`src/rtl/mac_accumulator_if.sv`:
```
// Handshake and data bundle between the AND-array lanes, the MAC/search
// accumulator and its result consumer.
interface mac_accumulator_if #(
  parameter int ACC_W = 20
) ();
  logic             start;
  logic             mode_mac;
  logic             in_valid;
  logic             in_last;
  logic             in_ready;
  logic [127:0]     add_flat;
  logic             out_valid;
  logic             out_ready;
  logic [ACC_W-1:0] mac_result;
  logic [15:0]      match_vec;
  logic [4:0]       match_cnt;
  logic             busy;
  logic             err;

  modport slave (
    input  start, mode_mac, in_valid, in_last, add_flat, out_ready,
    output in_ready, out_valid, mac_result, match_vec, match_cnt, busy, err
  );

  modport master (
    output start, mode_mac, in_valid, in_last, add_flat, out_ready,
    input  in_ready, out_valid, mac_result, match_vec, match_cnt, busy, err
  );
endinterface

```
`src/rtl/mac_accumulator.sv`:
```
// Reduces sixteen 8-bit lanes through a two-stage adder tree and either
// shift-accumulates bit-planes (MAC) or counts match bits (search).
module mac_accumulator #(
  parameter int INPUT_BITS = 8,
  parameter int LANES      = 16,
  parameter int ACC_W      = 12 + INPUT_BITS
) (
  input logic              clk_inv,
  input logic              rst,
  mac_accumulator_if.slave bus
);
  localparam int PAIRS = LANES / 2;
  localparam int CNT_W = $clog2(INPUT_BITS + 1);

  typedef enum logic [1:0] {IDLE, ACCUM, DRAIN, HOLD} state_t;

  state_t                  r_state, w_next;
  logic                    w_inReady, w_outValid, w_busy, w_accept, w_load, w_open;
  logic [1:0]              r_drainCnt;
  logic [PAIRS-1:0][8:0]   w_pair, r_s1Pair;
  logic [LANES-1:0]        w_match, r_s1Match, r_s2Match, r_lastMatch;
  logic                    r_s1Valid, r_s1Last, r_s2Valid, r_s2Last;
  logic [11:0]             w_treeSum, r_s2Sum;
  logic [ACC_W-1:0]        r_acc, r_macResult;
  logic [CNT_W-1:0]        r_beatCnt;
  logic [4:0]              r_lastCnt, r_matchCnt;
  logic [15:0]             r_matchVec;
  logic                    r_mode, r_err;

  always_ff @(posedge clk_inv or posedge rst) begin
    if (rst) r_state <= IDLE;
    else     r_state <= w_next;
  end

  always_comb begin
    w_next     = r_state;
    w_inReady  = 1'b0;
    w_outValid = 1'b0;
    w_busy     = 1'b1;
    case (r_state)
      IDLE: begin
        w_busy = 1'b0;
        if (bus.start) w_next = ACCUM;
      end
      ACCUM: begin
        w_inReady = 1'b1;
        if (bus.in_valid && bus.in_last) w_next = DRAIN;
      end
      DRAIN: if (r_drainCnt == 2'd2) w_next = HOLD;
      HOLD: begin
        w_outValid = 1'b1;
        if (bus.out_ready) w_next = IDLE;
      end
      default: w_next = IDLE;
    endcase
  end

  assign w_accept = w_inReady & bus.in_valid;
  assign w_load   = (r_state == DRAIN) && (r_drainCnt == 2'd2);
  assign w_open   = (r_state == IDLE) && bus.start;

  always_comb begin
    w_pair  = '0;
    w_match = '0;
    for (int i = 0; i < PAIRS; i++)
      w_pair[i] = {1'b0, bus.add_flat[16*i +: 8]} + {1'b0, bus.add_flat[16*i+8 +: 8]};
    for (int i = 0; i < LANES; i++)
      w_match[i] = bus.add_flat[8*i];
  end

  always_comb begin
    w_treeSum = '0;
    for (int i = 0; i < PAIRS; i++)
      w_treeSum = w_treeSum + {3'b0, r_s1Pair[i]};
  end

  // Valid/last flags travel alongside each beat; data registers only load on real beats.
  always_ff @(posedge clk_inv or posedge rst) begin
    if (rst) begin
      r_s1Valid <= 1'b0;
      r_s1Last  <= 1'b0;
      r_s1Pair  <= '0;
      r_s1Match <= '0;
      r_s2Valid <= 1'b0;
      r_s2Last  <= 1'b0;
      r_s2Sum   <= '0;
      r_s2Match <= '0;
    end else begin
      r_s1Valid <= w_accept;
      r_s1Last  <= w_accept & bus.in_last;
      r_s2Valid <= r_s1Valid;
      r_s2Last  <= r_s1Last;
      if (w_accept) begin
        r_s1Pair  <= w_pair;
        r_s1Match <= w_match;
      end
      if (r_s1Valid) begin
        r_s2Sum   <= w_treeSum;
        r_s2Match <= r_s1Match;
      end
    end
  end

  always_ff @(posedge clk_inv or posedge rst) begin
    if (rst) begin
      r_acc       <= '0;
      r_beatCnt   <= '0;
      r_err       <= 1'b0;
      r_mode      <= 1'b0;
      r_lastMatch <= '0;
      r_lastCnt   <= '0;
    end else if (w_open) begin
      r_acc       <= '0;
      r_beatCnt   <= '0;
      r_err       <= 1'b0;
      r_mode      <= bus.mode_mac;
      r_lastMatch <= '0;
      r_lastCnt   <= '0;
    end else begin
      if (r_s2Valid) begin
        if (r_mode) r_acc <= (r_acc << 1) + {{(ACC_W-12){1'b0}}, r_s2Sum};
        else        r_acc <= r_acc + {{(ACC_W-12){1'b0}}, r_s2Sum};
      end
      if (r_s2Valid && r_s2Last) begin
        r_lastMatch <= r_s2Match;
        r_lastCnt   <= r_s2Sum[4:0];
      end
      // Counter saturates; an overrun beat still accumulates but flags the error.
      if (w_accept) begin
        if (r_beatCnt == CNT_W'(INPUT_BITS)) begin
          if (!bus.in_last) r_err <= 1'b1;
        end else begin
          r_beatCnt <= r_beatCnt + 1'b1;
        end
      end
    end
  end

  always_ff @(posedge clk_inv or posedge rst) begin
    if (rst) begin
      r_drainCnt  <= '0;
      r_macResult <= '0;
      r_matchVec  <= '0;
      r_matchCnt  <= '0;
    end else begin
      r_drainCnt <= (r_state == DRAIN) ? r_drainCnt + 2'd1 : 2'd0;
      if (w_load) begin
        r_macResult <= r_acc;
        r_matchVec  <= r_mode ? 16'h0 : r_lastMatch;
        r_matchCnt  <= r_mode ? 5'd0  : r_lastCnt;
      end
    end
  end

  assign bus.in_ready   = w_inReady;
  assign bus.out_valid  = w_outValid;
  assign bus.busy       = w_busy;
  assign bus.err        = r_err;
  assign bus.mac_result = r_macResult;
  assign bus.match_vec  = r_matchVec;
  assign bus.match_cnt  = r_matchCnt;
endmodule

```
`src/flat_wrapper.sv`:
```
// flat-port wrapper written by rule: the top's interface ports become plain ports
module mac_accumulator_flat 
#(
  parameter int INPUT_BITS = 8,
  parameter int LANES      = 16,
  parameter int ACC_W      = 12 + INPUT_BITS
)
  (clk_inv, rst, bus_start, bus_mode_mac, bus_in_valid, bus_in_last, bus_add_flat, bus_out_ready, bus_in_ready, bus_out_valid, bus_mac_result, bus_match_vec, bus_match_cnt, bus_busy, bus_err);
  mac_accumulator_if #(.ACC_W(ACC_W)) bus_i ();
  input logic clk_inv;
  input logic rst;
  input wire logic [$bits(bus_i.start)-1:0] bus_start;
  input wire logic [$bits(bus_i.mode_mac)-1:0] bus_mode_mac;
  input wire logic [$bits(bus_i.in_valid)-1:0] bus_in_valid;
  input wire logic [$bits(bus_i.in_last)-1:0] bus_in_last;
  input wire logic [$bits(bus_i.add_flat)-1:0] bus_add_flat;
  input wire logic [$bits(bus_i.out_ready)-1:0] bus_out_ready;
  output wire logic [$bits(bus_i.in_ready)-1:0] bus_in_ready;
  output wire logic [$bits(bus_i.out_valid)-1:0] bus_out_valid;
  output wire logic [$bits(bus_i.mac_result)-1:0] bus_mac_result;
  output wire logic [$bits(bus_i.match_vec)-1:0] bus_match_vec;
  output wire logic [$bits(bus_i.match_cnt)-1:0] bus_match_cnt;
  output wire logic [$bits(bus_i.busy)-1:0] bus_busy;
  output wire logic [$bits(bus_i.err)-1:0] bus_err;
  assign bus_i.start = bus_start;
  assign bus_i.mode_mac = bus_mode_mac;
  assign bus_i.in_valid = bus_in_valid;
  assign bus_i.in_last = bus_in_last;
  assign bus_i.add_flat = bus_add_flat;
  assign bus_i.out_ready = bus_out_ready;
  assign bus_in_ready = bus_i.in_ready;
  assign bus_out_valid = bus_i.out_valid;
  assign bus_mac_result = bus_i.mac_result;
  assign bus_match_vec = bus_i.match_vec;
  assign bus_match_cnt = bus_i.match_cnt;
  assign bus_busy = bus_i.busy;
  assign bus_err = bus_i.err;
  mac_accumulator #(.INPUT_BITS(INPUT_BITS), .LANES(LANES), .ACC_W(ACC_W)) u_core (.clk_inv(clk_inv), .rst(rst), .bus(bus_i));
endmodule
```
`config.mk`:
```
export PLATFORM = sky130hd
export DESIGN_NAME = mac_accumulator_flat
export DESIGN_NICKNAME = d
export VERILOG_FILES = /design/src/rtl/mac_accumulator_if.sv /design/src/rtl/mac_accumulator.sv /design/src/flat_wrapper.sv
export SDC_FILE = /design/constraint.sdc
export NUM_CORES = 1
export LEC_CHECK = 0
export CORE_MARGIN = 8
export CORE_UTILIZATION = 47
export DETAILED_ROUTE_END_ITERATION = 12
export PLACE_DENSITY = 0.73
export SYNTH_ARGS = -nofsm -noshare
export SYNTH_HDL_FRONTEND = slang
export SYNTH_SLANG_ARGS = --single-unit
export TNS_END_PERCENT = 30
```
`constraint.sdc`:
```
create_clock -name clk_inv -period 7.1 [get_ports clk_inv]
set_input_delay 1.42 -clock clk_inv [delete_from_list [all_inputs] [get_ports clk_inv]]
set_output_delay 1.42 -clock clk_inv [all_outputs]
set_load 0.01 [all_outputs]
```
==> impl_metrics.csv <==
group,metric,value,unit
placement,dp_slack,1617,ps
final_layout,seq_area,0.005305,sq mm
hold_path,hold_class,"flip-flop to flip-flop",
cts,cts_tree,"done",
cts,clockBufferDepth,3,
drt,drt_iter0_markers,643,
final_layout,layout.cells.most_common_list,"dfrtp_1, nand2_1, clkdlybuf4s50_1",
sta,holdWs,350.7,ps
drt,firstDrtPassIters,5,
worst_setup_path,cp_slowest_cell,"fa_1",
sta,fin_crit,5513,ps
sta,final.setup.tns,0,ps
sta,layout_setup_ws,1587,ps
final_layout,multi_input_comb_area,0.007516,sq mm
logic_synthesis,ys_types,69,
drt,routed_wl,30880,microns
final_layout,drive_gt1_share,7.198,%
logic_synthesis,yosys_warnings,0,
cts,root_buffer,"clkbuf_16",
logic_synthesis,ys_seq_area_share,39.19,%
final_layout,area_growth,21.82,%
run_status,status,"completed",
worst_setup_path,crit_arrival,5930,ps
global_route,grt.total_usage,17.99,%
final_layout,n_fill_cell,2511,
sta,rsz0062_at_grt,"false",
worst_setup_path,cp_cell_sequence,"ha_1 > a21o_1 > a21oi_1 > o21bai_1 > a21oi_1 > o21ai_0 > xor2_1 > fa_1 > inv_1 > fa_1 > fa_1 > fa_1 > inv_1 > ha_1 > o21a_1 > a2111o_1 > a31oi_1 > xnor2_1 > mux2_2",
floorplanning,core,0.02855,sq mm
floorplanning,die_y,185.7,microns
floorplanning,initial_utilization,47.42,%
drt,drc_errors,0,
sta,fmaxAchievable,0.1814,GHz
logic_synthesis,synth-async-reset-ratio,100.0,%
logic_synthesis,synth-edff-count,0,
final_layout,finalNetCount,1848,
cts,cts.sinks,212,
logic_synthesis,ys.flop_type,"dfrtp_1",
drt,vias,10082,
sta,finalMaxSlewViolations,0,
cts,cts.repair.resized,0,
global_route,grt_first_pass_wirelength,50850,microns
logic_synthesis,synth.ff_latch_count,212,
global_route,grt_overflow,0,
sta,final_hold_viol_count,0,
logic_synthesis,synth_area,0.01354,sq mm
logic_synthesis,syn-num-nets,1685,
worst_setup_path,path_common_cell,"fa_1",
logic_synthesis,avgSynthCellArea,9.838,sq um
worst_setup_path,slowest_delay,520,ps
worst_setup_path,path_class,"flip-flop to flip-flop",
drt,wl_per_cell,15.91,microns
drt,ant_nets,0,
worst_setup_path,crit_path_max_fanout,4,
sta,slew_headroom,24.83,%
placement,gp_congestion,0.8991,
worst_setup_path,r2r_slack,1590,ps
flow_run,maxCapViolations,0,
sta,fin_crit_sh,77.65,%
logic_synthesis,netlist_instances,1376,
global_route,grt_pass1_vias,10241,
floorplanning,rows,62,
sta,tightest_slew,1127,ps
worst_setup_path,required,7510,ps
sta,setup_violations,0,
global_route,grt_max_degree,166,
worst_setup_path,end_kind,"flip-flop",
cts,path_clk_slew,60,ps
cts,cts_buffers,24,
placement,place.port_buffers,179,
floorplanning,ios,180,
sta,fin_skew,19.99,ps
placement,place_hpwl,23940,microns
global_route,antenna_found_initial,0,
floorplanning,die_w,185.7,microns
cts,ctsHoldBuffers,0,
cts,htreeDepth,1,
cts,post_cts_buffers,0,
cts,worstSkewPairLatency,520,ps
worst_setup_path,startpoint_type,"flip-flop",
drt,vias_per_cell,5.194,
final_layout,mostFrequentLayoutCell,"dfrtp_1",
floorplanning,die_area,0.03449,sq mm
[metal layers]
metal  global-route usage [%]  part of all wire (%)
met5                        0                     0
met4                    5.843                   2.8
met3                    3.123                   5.1
met1                    23.73                    45
met2                    29.75                    47
[sequential cells by signal, indices dropped and copies added, names as in the netlist, 2 cells and up]
name / flops
u_core.r_s2Sum: 12
u_core.r_beatCnt: 4
u_core.r_acc: 20
u_core.bus.match_cnt: 5
u_core.r_s2Match: 16
u_core.r_drainCnt: 2
u_core.r_s1Match: 16
u_core.r_state: 2
u_core.r_lastMatch: 16
u_core.bus.match_vec: 16
u_core.r_lastCnt: 5
u_core.bus.mac_result: 20
u_core.r_s1Pair: 72
[cell type report]
type	count	area share, %
Timing Repair Buffer	186	11.26
Antenna cell	1	0.01517
Sequential cell	212	32.17
Clock inverter	10	0.8649
Clock buffer	33	4.150
Inverter	133	3.050
Multi-Input combinational cell	982	45.58
Tap cell	384	2.914
[per-stage QoR]
stage               util [%]  instances  instance area (sq um)
CTS                    57.76       1940                  16490
global route           57.76       1940                  16490
floorplan                  -       1376                  13540
global placement       54.86       1897                  15660
detailed placement     54.86       1897                  15660
finish                 57.77       1941                  16490
[kinds of logic after synthesis]
logic type	synth area share, %
flops	39.19
xor+xnor	5.111
mux	4.538
compound gates	16.55
simple gates	10.17
buf+inv	5.361
fa+ha+maj	19.08
[worst max-delay path: cells and delay by family, from the launching register on]
family          cells  cell delay, ps
fa+ha+maj           6            2680
compound gates      8            1700
flops               1             400
xor+xnor            2             270
mux                 1             250
buf+inv             2              90
[cell usage after synthesis, types with 3 or more instances]
cell type  count  area [sq um]
inv_1        131         491.7
a211oi_2       3         37.54
nand3_1        8         40.04
mux2i_1       13         130.1
and2_1         3         18.77
o21a_1         7         52.55
xor2_1        32         280.3
and3_1         4         25.02
or2_2          8         50.05
nand4_1        7         43.79
o21bai_1      17         127.6
nor2b_1       11         68.82
nand2_1      204         765.7
dfrtp_1      212          5305
o21ai_0      128         640.6
fa_1          54          1081
ha_1         120          1501
clkbuf_1      41         153.9
a22o_1        22         192.7
a31oi_1       17         106.4
xnor2_1       47         411.6
buf_6          5         56.30
or3_1          3         18.77
a21oi_1       65         325.3
nor2_1        45         168.9
a211oi_1       7         52.55
nand2b_1       5         31.28
o211ai_1       4         30.03
a211o_1        8         70.07
o22ai_1        5         31.28
nor3_1        11         55.05
mux2_2        43         484.2
a21o_1        39         292.8
[final timing paths]
| check | start | to | depth (start not counted) |
|---|---|---|---|
| setup / recovery | u_core.r_s1Pair[1] | u_core.r_s2Sum[11] | 19 |
| hold / removal | u_core.r_s1Last | u_core.r_s2Last | 0 |
| setup reg to reg | u_core.r_s1Pair[1] | u_core.r_s2Sum[11] | 19 |
| hold reg to reg | u_core.r_s1Last | u_core.r_s2Last | 0 |
| max in group asynchronous | rst | u_core.r_acc[5] | 4 |
| min in group asynchronous | rst | u_core.r_state[1] | 3 |
Power is not shown: default switching activity piles up to over one toggle a cycle in this logic, so the estimate is an artifact.
